--- src/rtl/mips_pipeline_pkg.sv ---
// ============================================================================
// Module : mips_pipeline_pkg
// Brief  : Shared constants and encodings for the MIPS pipeline front end.
// Rev    : 1.0
// ============================================================================
`default_nettype none

package mips_pipeline_pkg;

    localparam logic [31:0] NOP_INSTR        = 32'h0000_0000;
    localparam logic [31:0] RESET_PC_DEFAULT = 32'h0000_0000;
    localparam int unsigned WORD_BYTES       = 4;

    typedef enum logic [1:0] {
        PCSEL_SEQ = 2'd0,
        PCSEL_J   = 2'd1,
        PCSEL_BR  = 2'd2,
        PCSEL_JR  = 2'd3
    } pcsel_e;

endpackage

`default_nettype wire

--- src/rtl/if_id_register.sv ---
// ============================================================================
// Module : if_id_register
// Brief  : IF/ID pipeline register; bubble beats hold, hold beats load.
// Rev    : 1.0
// ============================================================================
`default_nettype none

module if_id_register
    import mips_pipeline_pkg::*;
(
    input  logic        clk,
    input  logic        rst_n,
    input  logic        load,
    input  logic        hold,
    input  logic        bubble,
    input  logic [31:0] instr_in,
    input  logic [31:0] pcplus4_in,
    output logic [31:0] instr,
    output logic [31:0] pcplus4,
    output logic        valid
);

    always_ff @(posedge clk or negedge rst_n) begin
        if (!rst_n) begin
            instr   <= NOP_INSTR;
            pcplus4 <= 32'h0;
            valid   <= 1'b0;
        end else if (bubble) begin
            instr   <= NOP_INSTR;
            pcplus4 <= 32'h0;
            valid   <= 1'b0;
        end else if (hold) begin
            instr   <= instr;
            pcplus4 <= pcplus4;
            valid   <= valid;
        end else if (load) begin
            instr   <= instr_in;
            pcplus4 <= pcplus4_in;
            valid   <= 1'b1;
        end
    end

endmodule

`default_nettype wire

--- src/rtl/instruction_fetch_unit.sv ---
// ============================================================================
// Module : instruction_fetch_unit
// Brief  : MIPS fetch stage: PC, next-PC mux, IF/ID register, address errors.
// Rev    : 1.0
// ============================================================================
`default_nettype none

module instruction_fetch_unit
    import mips_pipeline_pkg::*;
#(
    parameter logic [31:0] RESET_PC   = RESET_PC_DEFAULT,
    parameter int unsigned IMEM_WORDS = 128
)(
    input  logic        Clk,
    input  logic        Rst_n,
    input  logic        Stall,
    input  logic        Flush,
    input  logic        JumpReg,
    input  logic [31:0] JumpRegTarget,
    input  logic        BranchTaken,
    input  logic [31:0] BranchTarget,
    input  logic        Jump,
    input  logic [25:0] JumpIndex,
    output logic [31:0] IMemAddress,
    input  logic [31:0] IMemInstruction,
    output logic [31:0] IFID_Instruction,
    output logic [31:0] IFID_PCPlus4,
    output logic        IFID_Valid,
    output logic        AddrErr
);

    logic [31:0] pc;
    logic [31:0] pc_plus4;
    logic [31:0] target;
    logic [31:0] next_pc;
    pcsel_e      pcsel;
    logic        redirect;
    logic        misaligned;
    logic        out_of_range;
    logic        ifid_bubble;
    logic        ifid_load;
    logic        fetch_err;

    assign IMemAddress = pc;
    assign pc_plus4    = pc + 32'(WORD_BYTES);
    assign redirect    = JumpReg | BranchTaken | Jump;

    always_comb begin
        pcsel = PCSEL_SEQ;
        if (JumpReg)          pcsel = PCSEL_JR;
        else if (BranchTaken) pcsel = PCSEL_BR;
        else if (Jump)        pcsel = PCSEL_J;
    end

    always_comb begin
        target = pc_plus4;
        case (pcsel)
            PCSEL_JR:  target = JumpRegTarget;
            PCSEL_BR:  target = BranchTarget;
            PCSEL_J:   target = {IFID_PCPlus4[31:28], JumpIndex, 2'b00};
            default:   target = pc_plus4;
        endcase
    end

    // Misaligned targets are truncated to the word boundary and still taken.
    assign misaligned = redirect && (target[1:0] != 2'b00);
    assign next_pc    = {target[31:2], 2'b00};

    assign out_of_range = ({2'b00, pc[31:2]} >= 32'(IMEM_WORDS));
    assign ifid_bubble  = Flush | redirect | (~Stall & out_of_range);
    assign ifid_load    = ~Stall & ~out_of_range;
    assign fetch_err    = ~Flush & ~redirect & ~Stall & out_of_range;

    always_ff @(posedge Clk or negedge Rst_n) begin
        if (!Rst_n) begin
            pc <= RESET_PC;
        end else if (redirect) begin
            pc <= next_pc;
        end else if (!Stall) begin
            pc <= pc_plus4;
        end
    end

    always_ff @(posedge Clk or negedge Rst_n) begin
        if (!Rst_n) begin
            AddrErr <= 1'b0;
        end else if (misaligned || fetch_err) begin
            AddrErr <= 1'b1;
        end
    end

    if_id_register u_if_id (
        .clk        (Clk),
        .rst_n      (Rst_n),
        .load       (ifid_load),
        .hold       (Stall),
        .bubble     (ifid_bubble),
        .instr_in   (IMemInstruction),
        .pcplus4_in (pc_plus4),
        .instr      (IFID_Instruction),
        .pcplus4    (IFID_PCPlus4),
        .valid      (IFID_Valid)
    );

endmodule

`default_nettype wire

--- config.mk ---
export PLATFORM = sky130hd
export DESIGN_NAME = instruction_fetch_unit
export DESIGN_NICKNAME = d
export VERILOG_FILES = /design/src/rtl/mips_pipeline_pkg.sv /design/src/rtl/if_id_register.sv /design/src/rtl/instruction_fetch_unit.sv
export SDC_FILE = /design/constraint.sdc
export NUM_CORES = 1
export LEC_CHECK = 0
export CAP_MARGIN = 20
export CORE_ASPECT_RATIO = 1.4
export CORE_MARGIN = 2
export CORE_UTILIZATION = 35
export CTS_CLUSTER_SIZE = 10
export DETAILED_ROUTE_END_ITERATION = 8
export HOLD_SLACK_MARGIN = 0.02
export PLACE_DENSITY = 0.71
export REMOVE_ABC_BUFFERS = 1
export SYNTH_ARGS = -nofsm -noshare
export SYNTH_HDL_FRONTEND = slang
export SYNTH_SLANG_ARGS = --single-unit
--- constraint.sdc ---
create_clock -name Clk -period 2.26 [get_ports Clk]
set_input_delay 0.226 -clock Clk [delete_from_list [all_inputs] [get_ports Clk]]
set_output_delay 0.226 -clock Clk [all_outputs]
set_load 0.1 [all_outputs]
## Word level (Yosys, flattened, before mapping)

Index checks and enable logic that the tools add are counted.

| word-level totals | value |
|---|---|
| word-level logic and storage cells | 45 |
| register bits after elaboration | 98 |

| operators by class | value |
|---|---|
| bitwise operators | 13 |
| reduce and logical (&&, ||, !) cells | 5 |
| $lt $le $gt $ge | 1 |
| equal/unequal tests | 5 |
| muxes and demuxes | 15 |
| $add $sub $neg | 1 |

Operator list:

| kind | number |
|---|---|
| $mux 32 | 8 |
| $pmux 32 s3 | 1 |
| $add 32x3->32 const B | 1 |
| $ge 30x8->1 const B | 1 |
| $and 1x1->1 | 5 |
| $eq 2x2->1 const B | 2 |
| $mux 1 | 4 |
| $mux 2 | 2 |
| $ne 2x1->1 const B | 2 |
| $not 1->1 | 4 |
| $or 1x1->1 | 4 |
| $reduce_bool 2->1 | 2 |
| $eq 2x1->1 const B | 1 |
| $reduce_and 2->1 | 1 |
| $logic_and 1x1->1 | 1 |
| $logic_or 1x1->1 | 1 |

## Logic depth before layout (Yosys ltp)

| depth | value |
|---|---|
| depth after elaboration | 8 |
| mapped depth | 7 |

## By module

Synthesis repeated with hierarchy kept, for this count alone.

| unflattened totals | value |
|---|---|
| cells, all modules | 646 |
| area, all modules | 6,231.0 um^2 |

By module, submodules not included:

| module | instances | area each (um^2) | seq. area each (um^2) | cells each |
|---|---|---|---|---|
| if_id_register | 1 | 3,392.0 | 1,626.6 | 294 |
| instruction_fetch_unit | 1 | 2,839.0 | 775.7 | 352 |

## Least setup slack after synthesis

No wires, ideal clock.

| timing path | value |
|---|---|
| kind | reg2reg |
| from | register pc[2], in the netlist IMemAddress[2] |
| to | register pc[22], in the netlist IMemAddress[22] |
| slack | -0.336 ns |
| arrival time | 2.505 ns |
| required time | 2.170 ns |
| buffers on the path | 0 |
| stages on the path, launching flop included | 7 |
| library setup time | 0.090 ns |
| cell sequence | dfrtp_1 ha_1 nand3_1 nor4_4 nand4_1 xor2_1 o221ai_1 |

| on the way | value |
|---|---|
| longest elaborated chain between the ends | 3 |

RTL lines:

| what | line | source |
|---|---|---|
| start: declaration | instruction_fetch_unit.sv:32 | `logic [31:0] pc;` |
| start signal: assignment | instruction_fetch_unit.sv:78 | `pc <= next_pc;` |
| start signal: assignment | instruction_fetch_unit.sv:80 | `pc <= pc_plus4;` |
| $add 32x3->32 (*) | instruction_fetch_unit.sv:45 | `assign pc_plus4 = pc + 32'(WORD_BYTES);` |
| $pmux 32 s3 / $mux 32 (equally long branches) | instruction_fetch_unit.sv:57, instruction_fetch_unit.sv:79 |  |
| $mux 32 (*) | instruction_fetch_unit.sv:77 | `end else if (redirect) begin` |

Every way passes the cells marked *; elsewhere a longest branch is shown, timed or not. The select of a mux whose other input is x is not followed.
A chain may end at the register's enable or synchronous reset.

## Final worst setup path

| timing path | value |
|---|---|
| from | register pc[14], in the netlist IMemAddress[14] |
| to | register u_if_id.instr[21] |

| on the way | value |
|---|---|
| longest elaborated chain between the ends | 5 |

RTL lines:

| what | line | source |
|---|---|---|
| $ge 30x8->1 (*) | instruction_fetch_unit.sv:69 | `assign out_of_range = ({2'b00, pc[31:2]} >= 32'(IMEM_WORDS));` |
| $and 1x1->1 / $not 1->1 (equally long branches) | instruction_fetch_unit.sv:70, instruction_fetch_unit.sv:71 |  |
| $or 1x1->1 / $and 1x1->1 (equally long branches) | instruction_fetch_unit.sv:70, instruction_fetch_unit.sv:71 |  |
| $ne 2x1->1 (no line) / $reduce_bool 2->1 (equally long branches) | -- |  |
| $reduce_and 2->1 (no line) | -- |  |
| end signal: assignment | if_id_register.sv:33 | `instr <= instr;` |
| end signal: assignment | if_id_register.sv:37 | `instr <= instr_in;` |
| end: declaration | if_id_register.sv:18 | `output logic [31:0] instr,` |

Every way passes the cells marked *; elsewhere a longest branch is shown, timed or not.

==> qor.csv <==
metric;value;unit
min_to;IMemAddress[3];
grt_first_pass_wirelength;21000;µm
overflow;0;
vdd_drop_max;0.3911;mV
syn_inst;405;
grt_pass1_vias;4081;
arrival;2310;ps
drtIter0Drc;164;
slew_headroom;0.3753;
ff2ff_path_depth;6;
synth_warnings;0;
drc;0;
setup-violations-final;0;
grt_usage;0.1892;
dieArea;13800;µm²
drive_gt1_frac;0.2166;
timing.final.crit_share;0.8983;
clock_path_buffers;2;
num_io_pins;227;
start_util;0.3548;
ys.flop_type;dfrtp_1;
final_nets;755;
outcome;finished clean;
syn_area;4503;µm²
num_antenna_cells;0;
area_growth;55.10;%
dp_worst_setup_slack;27.70;ps
io_buffer_count;224;
r2r-end;u_if_id.instr[21];
viasPerCell;5.274;
post_cts_resized;0;
start_kind;register;
cts-root-buf;clkbuf_16;
wl_per_cell;17.30;µm
first_pass_iters;4;
fin_ws;229.8;ps
timing.setup.tns;0;ps
cap_violations;0;
hold_start;JumpReg;
cts_tree;done;
grt_antenna_before_repair;0;
r2r_start;IMemAddress[14];
wl;13510;µm
htree_levels;3;
period_needed;2030;ps
gp_congestion;0.8219;
clock_skew;7.440;ps
synth_seq_cells;95;
critPathCaptureType;register;
ys_seq_area_frac;0.5279;
path_clk_slew;70;ps
postRouteAntennaNets;0;
path_class;register to register;
fp.dieW;99.87;µm
hold_depth;3;
core-area;12690;µm²
grt_max_degree;65;
vias;4119;
rrSetupSlack;230;ps
numCtsBuffers;9;
syn_area_per_cell;11.12;µm²
min_path_type;input port to register;
post-dp-hpwl;9999;µm
synth-async-reset-ratio;1.000;
dieHeight;138.2;µm
hold_viol_final;0;
yosysUniqueCellTypes;42;
insertion_delay;340;ps
crit_fanout;41;
rsz0062_at_grt;false;
cts_sinks;95;
worst_slew_pin_slew;932.8;ps
power_density;622.4;nW/µm²
rows;49;
drv_slew;0;
synth_edf_count;0;
worstPathRequired;2540;ps
p_leak;3.168;nW
fmax;492.6;MHz
## worst max-delay path, cell delays in order (launching register included)
cell and delay, ps:
dfrtp_1 460, nor4_1 370, nand4_1 190, nor2_1 220
nor4b_4 280, buf_12 250, a22o_1 170
## layer usage
metal  global-route usage  up-vias  wire length [µm]
met4              0.04903        0               163
met3              0.05359       15              1035
met1               0.2317     2007              5479
met2               0.3257      169              6833
met5                    0        -                 0
li1                     -     1928                 -
## state kept, by name, summed over array words and instances (netlist names)
name,cells
u_if_id.pcplus4,31
u_if_id.instr,32
IMemAddress,30
u_if_id.valid,1
AddrErr,1
## how the worst max path moves through the flow
| stage | start | to | cells past startpoint |
|---|---|---|---|
| floorplan | IMemAddress[21] | u_if_id.instr[0] | 5 |
| global placement | Jump | IMemAddress[28] | 7 |
| detailed placement | Jump | IMemAddress[29] | 7 |
| CTS | IMemAddress[14] | u_if_id.instr[8] | 6 |
| global route | IMemAddress[14] | u_if_id.instr[19] | 6 |
| finish | IMemAddress[14] | u_if_id.instr[21] | 6 |
## layout by cell type (no fill, tap or decap), types with 2 or more instances in the layout
cell type / synthesis / routed
a21o_1: 2 / 2
a21oi_1: 4 / 4
a22o_1: 40 / 40
a22oi_1: 29 / 29
and2_1: 23 / 23
and3_1: 4 / 4
buf_12: 0 / 3
buf_4: 3 / 108
clkbuf_16: 0 / 9
clkdlybuf4s50_1: 0 / 126
clkinvlp_4: 0 / 3
conb_1: 1 / 2
dfrtp_1: 95 / 95
ha_1: 2 / 2
inv_1: 6 / 6
nand2_1: 35 / 35
nand3_1: 14 / 14
nand4_1: 8 / 8
nor2_1: 16 / 15
nor3_1: 3 / 3
nor4_1: 6 / 6
nor4_4: 2 / 2
nor4b_4: 2 / 2
o21ai_0: 6 / 6
o221ai_1: 25 / 25
xnor2_1: 15 / 15
xor2_1: 19 / 19
## layout make-up
| cell class | count | area, µm² |
|---|---|---|
| multi-input cells | 273 | 1951 |
| inverters | 6 | 22.52 |
| flip-flops and latches | 95 | 2377 |
| clock buffers | 9 | 225.2 |
| well taps | 153 | 191.4 |
| fillers | 1161 | 5707 |
| repair buffers | 239 | 2147 |
| clock inverters | 6 | 70.07 |
## synthesized netlist by cell type, types with 2 or more instances
library cell	count	area (µm²)
nor3_1	3	15.01
and2_1	23	143.9
nand3_1	14	70.07
a22oi_1	29	217.7
o21ai_0	6	30.03
buf_4	3	22.52
a21oi_1	4	20.02
nor4_4	2	42.54
inv_1	6	22.52
xor2_1	19	166.4
o221ai_1	25	219.0
nand4_1	8	50.05
ha_1	2	25.02
buf_6	4	45.04
nor2_1	16	60.06
and3_1	4	25.02
buf_2	4	20.02
xnor2_1	15	131.4
clkbuf_1	19	71.32
nand2_1	35	131.4
nor4b_4	2	47.55
a21o_1	2	15.01
dfrtp_1	95	2377
a22o_1	40	350.3
buf_1	2	7.510
nor4_1	6	37.54
nor2b_1	2	12.51
## logic make-up after synthesis
kind of cell | synth area share
DFF | 0.5279
and+or+nand+nor | 0.1578
other | 0.0008328
buffers and inverters | 0.04196
muxes | 0.002223
AOI/OAI and AO/OA | 0.1976
xor gates and xnor gates | 0.06613
adders and majority gates | 0.005556
## stage by stage
| stage | power (W) | instance area, µm² | hold WS (ps) | instances | utilization |
|---|---|---|---|---|---|
| final | 0.004347 | 6984 | 422.5 | 781 | 0.5503 |
| after global routing | 0.004513 | 6984 | 426.0 | 781 | 0.5503 |
| after CTS | 0.004399 | 6984 | 414.9 | 781 | 0.5503 |
| after detailed placement | 0.002878 | 6679 | 260.1 | 765 | 0.5263 |
| after global placement | 0.002868 | 6679 | 255.6 | 765 | 0.5263 |
| after floorplan | 0.002417 | 4340 | -69.59 | 374 | - |
## where the power goes
group	internal (W)	total, W	switching [W]
clock	0.000857	0.00150	0.000646
sequential	0.00175	0.00184	0.0000936
combinational	0.000371	0.00100	0.000628
total	0.00298	0.00435	0.00137
## what timing repair did
action / in CTS / in global routing
hold buffers: 1 / 0
hold endpoints to repair: 42 / 0
setup buffers: 0 / 0
Note: power is estimated with default switching activity, not from simulation.
